[src/rtl/fft_stage_sequencer.sv]
// Radix-2 FFT stage sequencer.
// Walks stage -> butterfly -> phase counters for one in-place transform and
// derives the operand and twiddle addresses combinationally from them.
module fft_stage_sequencer #(
  parameter  int N_POINTS  = 8,
  parameter  int PHASES    = 3,
  parameter  int VLD_PHASE = 2,
  localparam int LN        = $clog2(N_POINTS),
  localparam int PW        = (PHASES > 2) ? $clog2(PHASES) : 1,
  localparam int SW        = (LN > 2) ? $clog2(LN) : 1
) (
  input  logic          clk,
  input  logic          rstn,
  input  logic          start,
  input  logic          stall,
  input  logic          abort,
  output logic          busy,
  output logic [PW-1:0] phase,
  output logic [SW-1:0] stage,
  output logic [LN-2:0] bfly,
  output logic [LN-1:0] addr_a,
  output logic [LN-1:0] addr_b,
  output logic [LN-2:0] tw_addr,
  output logic          vld,
  output logic          last,
  output logic          done
);

  typedef enum logic {
    IDLE = 1'b0,
    RUN  = 1'b1
  } state_e;

  localparam logic [PW-1:0] PH_MAX = PW'(PHASES - 1);
  localparam logic [PW-1:0] PH_VLD = PW'(VLD_PHASE);
  localparam logic [LN-2:0] BF_MAX = '1;  // N_POINTS/2-1 is all ones
  localparam logic [SW-1:0] ST_MAX = SW'(LN - 1);

  state_e        state_q, state_d;
  logic [PW-1:0] phase_q, phase_d;
  logic [LN-2:0] bfly_q,  bfly_d;
  logic [SW-1:0] stage_q, stage_d;
  logic          done_q,  done_d;

  // Next-state logic: nested phase/butterfly/stage counters with abort priority.
  always_comb begin
    // NOTE: every variable gets a default before the case, so no path leaves
    // one unassigned and no latch is inferred.
    state_d = state_q;
    phase_d = phase_q;
    bfly_d  = bfly_q;
    stage_d = stage_q;
    done_d  = 1'b0;
    case (state_q)
      IDLE: begin
        // Counters are already zero here, so entering RUN starts at 0/0/0.
        if (start && !abort) state_d = RUN;
      end
      RUN: begin
        if (abort) begin
          state_d = IDLE;
          phase_d = '0;
          bfly_d  = '0;
          stage_d = '0;
        end else if (!stall) begin
          if (phase_q != PH_MAX) begin
            phase_d = phase_q + PW'(1);
          end else begin
            phase_d = '0;
            if (bfly_q != BF_MAX) begin
              bfly_d = bfly_q + (LN-1)'(1);
            end else begin
              bfly_d = '0;
              if (stage_q != ST_MAX) begin
                stage_d = stage_q + SW'(1);
              end else begin
                stage_d = '0;
                state_d = IDLE;
                done_d  = 1'b1;
              end
            end
          end
        end
      end
      default: state_d = IDLE;
    endcase
  end

  // State and counter registers, cleared asynchronously.
  always_ff @(posedge clk or negedge rstn) begin
    // NOTE: non-blocking assignments so every register samples pre-edge values.
    if (!rstn) begin
      state_q <= IDLE;
      phase_q <= '0;
      bfly_q  <= '0;
      stage_q <= '0;
      done_q  <= 1'b0;
    end else begin
      state_q <= state_d;
      phase_q <= phase_d;
      bfly_q  <= bfly_d;
      stage_q <= stage_d;
      done_q  <= done_d;
    end
  end

  logic [LN-2:0] off_mask;
  logic [LN-2:0] off;
  logic [LN-2:0] grp;
  logic [LN-1:0] half_span;

  // Zero-latency addressing: span h=2^stage, group and offset from bfly.
  always_comb begin
    off_mask  = ~({(LN-1){1'b1}} << stage_q);
    off       = bfly_q & off_mask;
    grp       = bfly_q >> stage_q;
    half_span = LN'(1) << stage_q;
    addr_a    = ({grp, 1'b0} << stage_q) | {1'b0, off};
    addr_b    = addr_a + half_span;
    tw_addr   = off << (ST_MAX - stage_q);
  end

  assign busy  = (state_q == RUN);
  assign phase = phase_q;
  assign stage = stage_q;
  assign bfly  = bfly_q;
  assign vld   = busy & ~stall & (phase_q == PH_VLD);
  assign last  = vld & (bfly_q == BF_MAX);
  assign done  = done_q;

endmodule

[config.mk]
export PLATFORM = sky130hd
export DESIGN_NAME = fft_stage_sequencer
export DESIGN_NICKNAME = d
export VERILOG_FILES = /design/src/rtl/fft_stage_sequencer.sv
export SDC_FILE = /design/constraint.sdc
export NUM_CORES = 1
export LEC_CHECK = 0
export ABC_AREA = 1
export BUFFER_PORTS_ARGS = -buffer_cell sky130_fd_sc_hd__buf_2
export CAP_MARGIN = 40
export CORE_AREA = 2 2 39 41
export CTS_BUF_LIST = sky130_fd_sc_hd__clkbuf_4
export DETAILED_ROUTE_END_ITERATION = 10
export DIE_AREA = 0 0 41 43
export PLACE_DENSITY = 0.78
export SLEW_MARGIN = 20
export SYNTH_ARGS = -nofsm -noshare
export SYNTH_HDL_FRONTEND = slang
export SYNTH_SLANG_ARGS = --single-unit
[constraint.sdc]
create_clock -name clk -period 2.3 [get_ports clk]
set_input_delay 0.46 -clock clk [delete_from_list [all_inputs] [get_ports clk]]
set_output_delay 0.46 -clock clk [all_outputs]
set_load 0.1 [all_outputs]
; Yosys cells after proc, flatten, opt, wreduce, memory -nomap -nowiden
; Index checks and enable logic that the tools add are counted.
; W data, S select, Z words.
[classes]
add_sub_neg = 5
n_mul = 0
n_div = 0
n_lt_le_gt_ge = 0
n_eq_ne = 8
shifts = 5
n_mux = 25
bitwise_logic = 8
reduce_logical = 5
[op_table]
columns = op, n
row1 = $mux W2, 12
row2 = $mux W1, 12
row3 = $ne A2 B2 Y1 const B, 5
row4 = $add A2 B1 Y2 const B, 3
row5 = $eq A2 B2 Y1 const B, 2
row6 = $reduce_and A4 Y1, 1
row7 = $add A3 B3 Y3, 1
row8 = $and A1 B1 Y1, 3
row9 = $or A3 B2 Y3, 1
row10 = $reduce_and A3 Y1, 1
row11 = $shl A1 B2 Y3 const A, 1
row12 = $shl A3 B2 Y3, 1
row13 = $and A2 B2 Y2, 1
row14 = $ne A2 B1 Y1 const B, 1
row15 = $not A1 Y1, 2
row16 = $not A2 Y2, 1
row17 = $pmux W1 S2, 1
row18 = $reduce_and A2 Y1, 1
row19 = $shl A2 B2 Y2, 1
row20 = $shl A2 B2 Y2 const A, 1
row21 = $shr A2 B2 Y2, 1
row22 = $sub A2 B2 Y2 const A, 1
row23 = $logic_and A1 B1 Y1, 1
row24 = $logic_not A1 Y1, 1
[word_totals]
ff_bits = 8
latch_bits = 0
ram_bits = 0
mem_bits_ro = 0
in_bits = 5
out_inout_bits = 18
word_cells = 61
mem_count = 0

; Depth between registers and ports, before layout
; Gate-level depths: netlist of run 1.
[logic_depth]
ltp_word = 7
mapped_depth = 6
mapped_depth_nobuf = 6

; Worst setup path before layout of run 1
; Ideal clock, no wire load.
[synth_timing]
path_type = reg2out
start = register stage_q[0], in the netlist stage[0]
end = output tw_addr[1]
t_arrival_ns = 4.438
required_time_ns = 1.840
setup_slack_ns = -2.598
path_stages_with_launch = 6
n_path_buf = 0
path_cell_list = dfrtp_1 > inv_1 > ha_1 > nor2_1 > nand2_1 > a21oi_1
[synth_between]
elab_chain_len = 4
elab_cells_between_ends = 5
[synth_rtl]
columns = element, line
row1 = "start, declared", 42  ; logic [SW-1:0] stage_q, stage_d;
row2 = "start signal, assigned", 102  ; stage_q <= stage_d;
row3 = $shl A2 B2 Y2, 114  ; off_mask = ~({(LN-1){1'b1}} << stage_q);
row4 = $not A2 Y2, 114
row5 = $and A2 B2 Y2, 115  ; off = bfly_q & off_mask;
row6 = $shl A2 B2 Y2 *, 120  ; tw_addr = off << (ST_MAX - stage_q);
row7 = "end, declared", 23  ; output logic [LN-2:0] tw_addr,
; Mark *: on every way between the ends. The rest lies on a longest branch, timed or not.

; Worst setup path after layout of run 1
[layout_timing]
start = register stage_q[1], in the netlist stage[1]
end = output addr_b[1]
[layout_between]
elab_chain_len = 5
elab_cells_between_ends = 8
[layout_rtl]
columns = element, line
row1 = branches (longest 4 deep; another with $shl A3 B2 Y3), n/a
row2 = $add A3 B3 Y3 *, 119  ; addr_b = addr_a + half_span;
row3 = "end, declared", 22  ; output logic [LN-1:0] addr_b,
; Mark *: on every way between the ends.

==> flow_summary.ini, run 1 <==
[status]
status = finished, violations left
failed_checks = setup timing

[layout]
finalNetCount = 121
fillers = 100
syn2layout_area_growth_pct = 65.7
layout_common_cells = buf_2 (18), nand2_1 (14), inv_1 (11)
multiInputGateArea_um2 = 433
seq_area_um2 = 219
final_cells = 124
antenna_cells = 0
fin_util_pct = 70.0
final_common_cell = buf_2
drive_above_1_share_pct = 55.6

[sta]
fin_setup_tns_ns = -0.0447
min_period_over_period_pct = 102
fin_skew_ns = 0.0129
setup_viol = 1
maxSlewViolCount = 0
rsz0062_at_grt = yes
max_freq_mhz = 426
period_needed_ns = 2.34
finalHoldViolCount = 0
timing.final.ws_setup_ns = -0.0447

[clock_tree]
cts_buffer_depth = 2
cts-root-buf = clkbuf_4
h-tree-depth = 1
tritoncts = yes
clk_latency_ns = 0.27
path_clk_slew_ns = 0.07
cts.sinks = 8
numCtsBuffers = 3
hold_buffers = 0

[placed_design]
finalWeightedCongestion = 0.788
dp_cells = 116
dp_slack_ns = 0.229
port_buffers = 22
hpwl_um = 1120

[global_routing]
grt_pass1_wl_um = 2440
overflow = 0
antenna_found_initial = 0
grtUsageTotal_pct = 20.6
grt_pass1_vias = 563
grt_max_degree = 9

[synthesis]
syn-instance-count = 77
synth-seq-cells = 8
yosysUniqueCellTypes = 24
yosysWarnings = 0
seq_area_frac_synth_pct = 34.3
avgSynthCellArea_um2 = 7.59
syn_nets = 89
synth_area_um2 = 584

[drt]
first_pass_iters = 4
drt_wl_total_um = 1510
drtAntennaViolNets = 0
num_vias = 587
drc_errors = 0
viasPerCell = 4.73
post_drt_wl_per_cell_um = 12.1
drt_iter0_drc = 10

[die]
design.core.area_mm2 = 0.00138
die_area_mm2 = 0.00176
start_util_pct = 42.2
die_h_um = 43
num_rows = 14
die_w_um = 41
ios = 23

[job]
maxCapViolations = 0

[critical_path]
r2r_start = bfly[0]$_DFFE_PN0P_
startpoint_type = flop
reg2regPathDepth = 6
path_max_fanout = 4
arrival_ns = 1.88
end_kind = output pin
r2r_setup_slack_ns = 1.00
cp.required_ns = 1.84
timing.rr.end = stage[1]$_DFFE_PN0P_
setup.worst_path.start = stage[1]$_DFFE_PN0P_
criticalPathCategory = flop to output pin
endpoint = addr_b[1]

[worst_hold_path]
min_path_type = input port to asynchronous set/reset pin
[per-stage QoR]
step / hold WS, ns / area [um2]
floorplan: 0.164 / 693
global placement: 0.308 / 861
detailed placement: 0.313 / 861
CTS: 0.0283 / 922
global route: 0.0350 / 968
finish: 0.0198 / 968
[worst min-delay path by stage]
stage,to,slack (ns),depth (start not counted)
2_1_floorplan,busy$_DFF_PN0_,0.16,0
3_3_place_gp,stage[0]$_DFFE_PN0P_,0.31,1
3_5_place_dp,bfly[1]$_DFFE_PN0P_,0.31,1
4_1_cts,stage[0]$_DFFE_PN0P_,0.03,1
5_1_grt,bfly[0]$_DFFE_PN0P_,0.03,1
6_report,bfly[0]$_DFFE_PN0P_,0.02,1
[layout make-up]
cell class	instances	area share, %
Multi-Input combinational cell	53	44.7
Sequential cell	8	22.6
Clock buffer	4	3.10
Inverter	16	7.36
Timing Repair Buffer	27	20.2
Tap cell	16	2.07
[worst max-delay path, cell delays in order, from the launching register on]
cell        delay [ns]
dfrtp_4           0.51
inv_6             0.09
buf_12            0.10
a31oi_4           0.09
fa_2              0.56
clkinvlp_4        0.10
buf_12            0.17
[state kept, by name, indices dropped and copies added (netlist names)]
| name | cells |
|---|---|
| bfly | 2 |
| busy | 1 |
| phase | 2 |
| done | 1 |
| stage | 2 |
[synth_stat cells, drive strengths merged]
cell type | instances | area share, %
nand2 | 20 | 16
inv | 16 | 10
dfrtp | 8 | 34
nor2 | 8 | 5.6
ha | 6 | 13
nand3 | 3 | 2.6
o21ai | 3 | 2.6
nand4 | 2 | 2.1
a21oi | 1 | 0.86
a31oi | 1 | 1.1
and2 | 1 | 1.1
conb | 1 | 0.64
fa | 1 | 3.4
nor3 | 1 | 0.86
nor4 | 1 | 1.1
o21a | 1 | 1.3
o22ai | 1 | 1.1
or2 | 1 | 1.1
xnor2 | 1 | 1.5
[routing by layer]
layer	vias to the layer above	part of all wire [%]	GRT usage [%]
li1	302	-	-
met1	270	38	25.1
met4	0	1.0	8.00
met5	-	0	0
met3	3	3.7	4.71
met2	12	57	33.4
[kinds of logic (layout without fill, tap and decap cells)]
logic type,after synthesis,after routing,synth area share (%)
compound gates,7,7,6.85
xor+xnor,1,1,1.50
fa+ha+maj,7,7,16.3
buf+inv,16,47,10.3
flops,8,8,34.3
other cells,1,1,0.642
simple gates,37,37,30.2
[timing repair]
action / CTS / global route
setup buffers: 3 / 1
gates resized for setup: 2 / 6
pin swaps: 0 / 1
endpoints found under the setup margin: 2 / 4
Power of run 1 is not shown: default switching activity piles up to over one toggle a cycle in this logic, so the estimate is an artifact.
==> run 2, diff against run 1 <==
--- a/config.mk
+++ b/config.mk
@@ -12,7 +12,7 @@
 export CTS_BUF_LIST = sky130_fd_sc_hd__clkbuf_4
 export DETAILED_ROUTE_END_ITERATION = 10
 export DIE_AREA = 0 0 41 43
-export PLACE_DENSITY = 0.78
+export PLACE_DENSITY_LB_ADDON = 0.25
 export SLEW_MARGIN = 20
 export SYNTH_ARGS = -nofsm -noshare
 export SYNTH_HDL_FRONTEND = slang
==> run 2 against run 1 <==
Compared with the run above: the flow still finishes with violations (setup timing); die area unchanged; global-route usage is 2.8 points lower; first-iteration DRC count is 10% lower; non-clock buffer count is 1 lower; sequential share of layout area rose by 0.48 points; register-to-register slack about the same; maximum frequency grew 1.5%; utilization is 1.4 points lower; largest cell class unchanged; highest routed layer unchanged.
==> flow_summary.ini, run 2 (synthesis gave the netlist of run 1 again) <==
[placed_design]
finalWeightedCongestion = 0.759
port_buffers = 22
dp_cells = 116
hpwl_um = 1000

[die]
die_area_mm2 = 0.00176
design.core.area_mm2 = 0.00138
ios = 23
die_h_um = 43
start_util_pct = 42.2
die_w_um = 41
num_rows = 14

[global_routing]
grt_max_degree = 9
antenna_found_initial = 0
grt_pass1_wl_um = 2180
overflow = 0
grtUsageTotal_pct = 17.9
grt_pass1_vias = 568

[clock_tree]
h-tree-depth = 1
numCtsBuffers = 3
tritoncts = yes
clk_latency_ns = 0.26
hold_buffers = 0
cts-root-buf = clkbuf_4
cts.sinks = 8
cts_buffer_depth = 2
path_clk_slew_ns = 0.07

[sta]
max_freq_mhz = 433
fin_skew_ns = 0.0103
period_needed_ns = 2.31
timing.final.ws_setup_ns = -0.0108
setup_viol = 1
maxSlewViolCount = 0
finalHoldViolCount = 0
rsz0062_at_grt = yes
min_period_over_period_pct = 100

[worst_hold_path]
min_path_type = input port to asynchronous set/reset pin

[drt]
drt_iter0_drc = 9
drtAntennaViolNets = 0
drc_errors = 0
viasPerCell = 4.73
first_pass_iters = 4
num_vias = 582
drt_wl_total_um = 1410
post_drt_wl_per_cell_um = 11.5

[critical_path]
r2r_setup_slack_ns = 1.01
cp.required_ns = 1.84
arrival_ns = 1.85
timing.rr.end = stage[1]$_DFFE_PN0P_
criticalPathCategory = flop to output pin
setup.worst_path.start = stage[1]$_DFFE_PN0P_
end_kind = output pin
r2r_start = bfly[0]$_DFFE_PN0P_
endpoint = addr_b[1]
reg2regPathDepth = 6
startpoint_type = flop
path_max_fanout = 5

[layout]
antenna_cells = 0
syn2layout_area_growth_pct = 62.3
layout_common_cells = buf_2 (18), nand2_1 (14), inv_1 (11)
final_cells = 123
final_common_cell = buf_2
drive_above_1_share_pct = 55.1
finalNetCount = 120

[status]
failed_checks = setup timing
status = finished, violations left

[job]
maxCapViolations = 0
[run 2: cell count changes in the layout (fill, tap and decap cells not counted), sizes merged]
cell,previous run,this run
inv,15,14
clkbuf,6,5
clkinv,0,1
[run 2: repair_timing]
item | in CTS | in global routing
pin swaps | 0 | 1
resized for setup | 3 | 6
buffers inserted | 3 | 0
endpoints found under the setup margin | 2 | 3
[run 2: layer usage]
layer  track usage (%)  wire length [um]
met2              27.5               746
met1              23.3               598
met5                 0                 0
met3              4.71                59
met4              6.00                 6
[run 2: worst max-delay path, stage by stage (launching register included)]
cell and delay (ns):
dfrtp_4 0.50, clkinv_4 0.08, ha_4 0.13, inv_2 0.03, fa_2 0.58, clkinvlp_4 0.10
buf_12 0.17
[run 2: layout make-up]
type,count,area (um2)
inverters,16,71.3
clock buffers,4,30.0
well taps,16,20.0
fillers,111,435
flip-flops and latches,8,219
multi-input cells,53,433
repair buffers,26,175
[run 2: worst min path at each step]
stage / end / slack [ns]
4_1_cts: stage[0]$_DFFE_PN0P_ / 0.03
3_3_place_gp: stage[0]$_DFFE_PN0P_ / 0.31
5_1_grt: bfly[0]$_DFFE_PN0P_ / 0.04
3_5_place_dp: stage[0]$_DFFE_PN0P_ / 0.31
2_1_floorplan: busy$_DFF_PN0_ / 0.16
6_report: stage[0]$_DFFE_PN0P_ / 0.02
[run 2: stage by stage]
| stage | setup WS [ns] | hold slack [ns] | instance area (um2) | util, % | setup TNS, ns |
|---|---|---|---|---|---|
| floorplan | -0.312 | 0.164 | 693 | - | -0.722 |
| global placement | 0.249 | 0.310 | 861 | 62.2 | 0 |
| detailed placement | 0.224 | 0.314 | 861 | 62.2 | 0 |
| CTS | -0.0112 | 0.0299 | 925 | 66.8 | -0.0112 |
| global route | -0.0574 | 0.0396 | 948 | 68.5 | -0.0639 |
| finish | -0.0108 | 0.0248 | 948 | 68.5 | -0.0108 |
Power of run 2 is left out for the same reason.
==> run 3, diff against run 2 <==
--- a/config.mk
+++ b/config.mk
@@ -8,10 +8,12 @@
 export ABC_AREA = 1
 export BUFFER_PORTS_ARGS = -buffer_cell sky130_fd_sc_hd__buf_2
 export CAP_MARGIN = 40
-export CORE_AREA = 2 2 39 41
+export CELL_PAD_IN_SITES_DETAIL_PLACEMENT = 2
+export CELL_PAD_IN_SITES_GLOBAL_PLACEMENT = 2
+export CORE_MARGIN = 2
+export CORE_UTILIZATION = 23
 export CTS_BUF_LIST = sky130_fd_sc_hd__clkbuf_4
 export DETAILED_ROUTE_END_ITERATION = 10
-export DIE_AREA = 0 0 41 43
 export PLACE_DENSITY_LB_ADDON = 0.25
 export SLEW_MARGIN = 20
 export SYNTH_ARGS = -nofsm -noshare
==> constraint.sdc (replaced) <==
create_clock -name clk -period 2.02 [get_ports clk]
set_input_delay 0.404 -clock clk [delete_from_list [all_inputs] [get_ports clk]]
set_output_delay 0.404 -clock clk [all_outputs]
set_load 0.1 [all_outputs]
==> run 3 against run 2 <==
Compared with the run above: the flow still finishes with violations (setup timing); sequential share of layout area shrank 3.8 points; first-iteration DRC count decreased by 33%; die area rose by 68%; utilization shrank 20 points; non-clock buffer count rose by 11; largest cell class unchanged; highest routed layer unchanged.
==> flow_summary.ini, run 3 (synthesis gave the netlist of run 1 again) <==
[clock_tree]
numCtsBuffers = 3
cts-root-buf = clkbuf_4
cts_buffer_depth = 2
h-tree-depth = 1
path_clk_slew_ns = 0.08
clk_latency_ns = 0.27
cts.sinks = 8
tritoncts = yes

[critical_path]
critical_path.slowest_cell = fa_2
arrival_ns = 1.91
crit_chain = inv_6 -> ha_4 -> inv_2 -> fa_2 -> clkinvlp_4 -> buf_12
slowest_delay_ns = 0.57
cp.required_ns = 1.62
end_kind = output pin
reg2regPathDepth = 6
startpoint_type = flop
criticalPathCategory = flop to output pin
path_max_fanout = 4

[worst_hold_path]
hold_path_depth = 2
min_path_type = input port to flop

[drt]
drtAntennaViolNets = 0
viasPerCell = 4.50
drt_iter0_drc = 6
drt_wl_total_um = 2700
drc_errors = 0
post_drt_wl_per_cell_um = 18.2
num_vias = 666
first_pass_iters = 2

[placed_design]
port_buffers = 22
hpwl_um = 1760
finalWeightedCongestion = 0.732

[layout]
antenna_cells = 0
fillers = 278
finalNetCount = 131
drive_above_1_share_pct = 65.3
syn2layout_area_growth_pct = 101
layout_common_cells = buf_2 (14), buf_4 (13), nand2_1 (12)
final_common_cell = buf_2

[status]
status = finished, violations left
failed_checks = setup timing

[sta]
rsz0062_at_grt = yes
fin_skew_ns = 0.00998
period_needed_ns = 2.31
maxSlewViolCount = 0
setup_viol = 5
max_freq_mhz = 433
timing.final.ws_setup_ns = -0.290
finalHoldViolCount = 0
min_period_over_period_pct = 114
timing.hold.ws_ns = 0.425

[global_routing]
grt_pass1_wl_um = 4170
overflow = 0
grt_max_degree = 9
grtUsageTotal_pct = 21.3
grt_pass1_vias = 767
antenna_found_initial = 0

[die]
die_h_um = 54.4
design.core.area_mm2 = 0.00243
die_w_um = 54.4
die_area_mm2 = 0.00296
ios = 23
num_rows = 18
start_util_pct = 24.0

[job]
maxCapViolations = 0
run 3: routing by layer:
metal / track usage [%] / part of all wire, % / vias up
met5: 0 / 0 / -
met4: 10.4 / 2.0 / 0
met3: 3.01 / 2.1 / 4
met2: 36.3 / 52 / 12
met1: 26.0 / 44 / 330
li1: - / - / 320
run 3: final timing paths:
check                                          start              endpoint  slack, ns
min in group asynchronous                       rstn  stage[0]$_DFFE_PN0P_       0.51
max in group asynchronous                       rstn  phase[1]$_DFFE_PN0P_       1.28
worst max-delay path            stage[1]$_DFFE_PN0P_             addr_b[1]      -0.29
worst min register to register  phase[0]$_DFFE_PN0P_  phase[0]$_DFFE_PN0P_       0.59
worst max register to register  stage[0]$_DFFE_PN0P_        busy$_DFF_PN0_       0.67
worst min-delay path                           abort        done$_DFF_PN0_       0.43
run 3: area by class of cell:
type,count,area (um2),share of cell area (%)
multi-input combinational,53,470,40.1
timing repair buffer,37,337,28.7
tap,30,37.5,3.20
clock buffer,4,30.0,2.56
sequential,8,226,19.3
inverter,16,71.3,6.08
run 3: worst max-delay path: cells and delay by family, from the launching register on:
kind	cells	cell delay (ns)
fa+ha+maj	2	0.71
buf+inv	4	0.41
flops	1	0.51
run 3: through the flow:
stage / util, % / area, um2 / setup slack, ns / instances / setup TNS, ns
6_report: 48.2 / 1170 / -0.290 / 148 / -0.698
3_3_place_gp: 42.2 / 1030 / 0.0436 / 136 / 0
4_1_cts: 47.2 / 1150 / -0.237 / 146 / -0.491
2_1_floorplan: - / 721 / -0.536 / 77 / -1.64
3_5_place_dp: 42.2 / 1030 / -0.0337 / 136 / -0.0337
5_1_grt: 48.2 / 1170 / -0.328 / 148 / -0.951
run 3: what timing repair did:
item,CTS,global route
resized for setup,9,4
hold buffers,1,0
pin swaps,5,5
endpoints found under the hold margin,8,0
setup buffers,5,3
endpoints found under the setup margin,4,7
Power of run 3 is left out for the same reason.
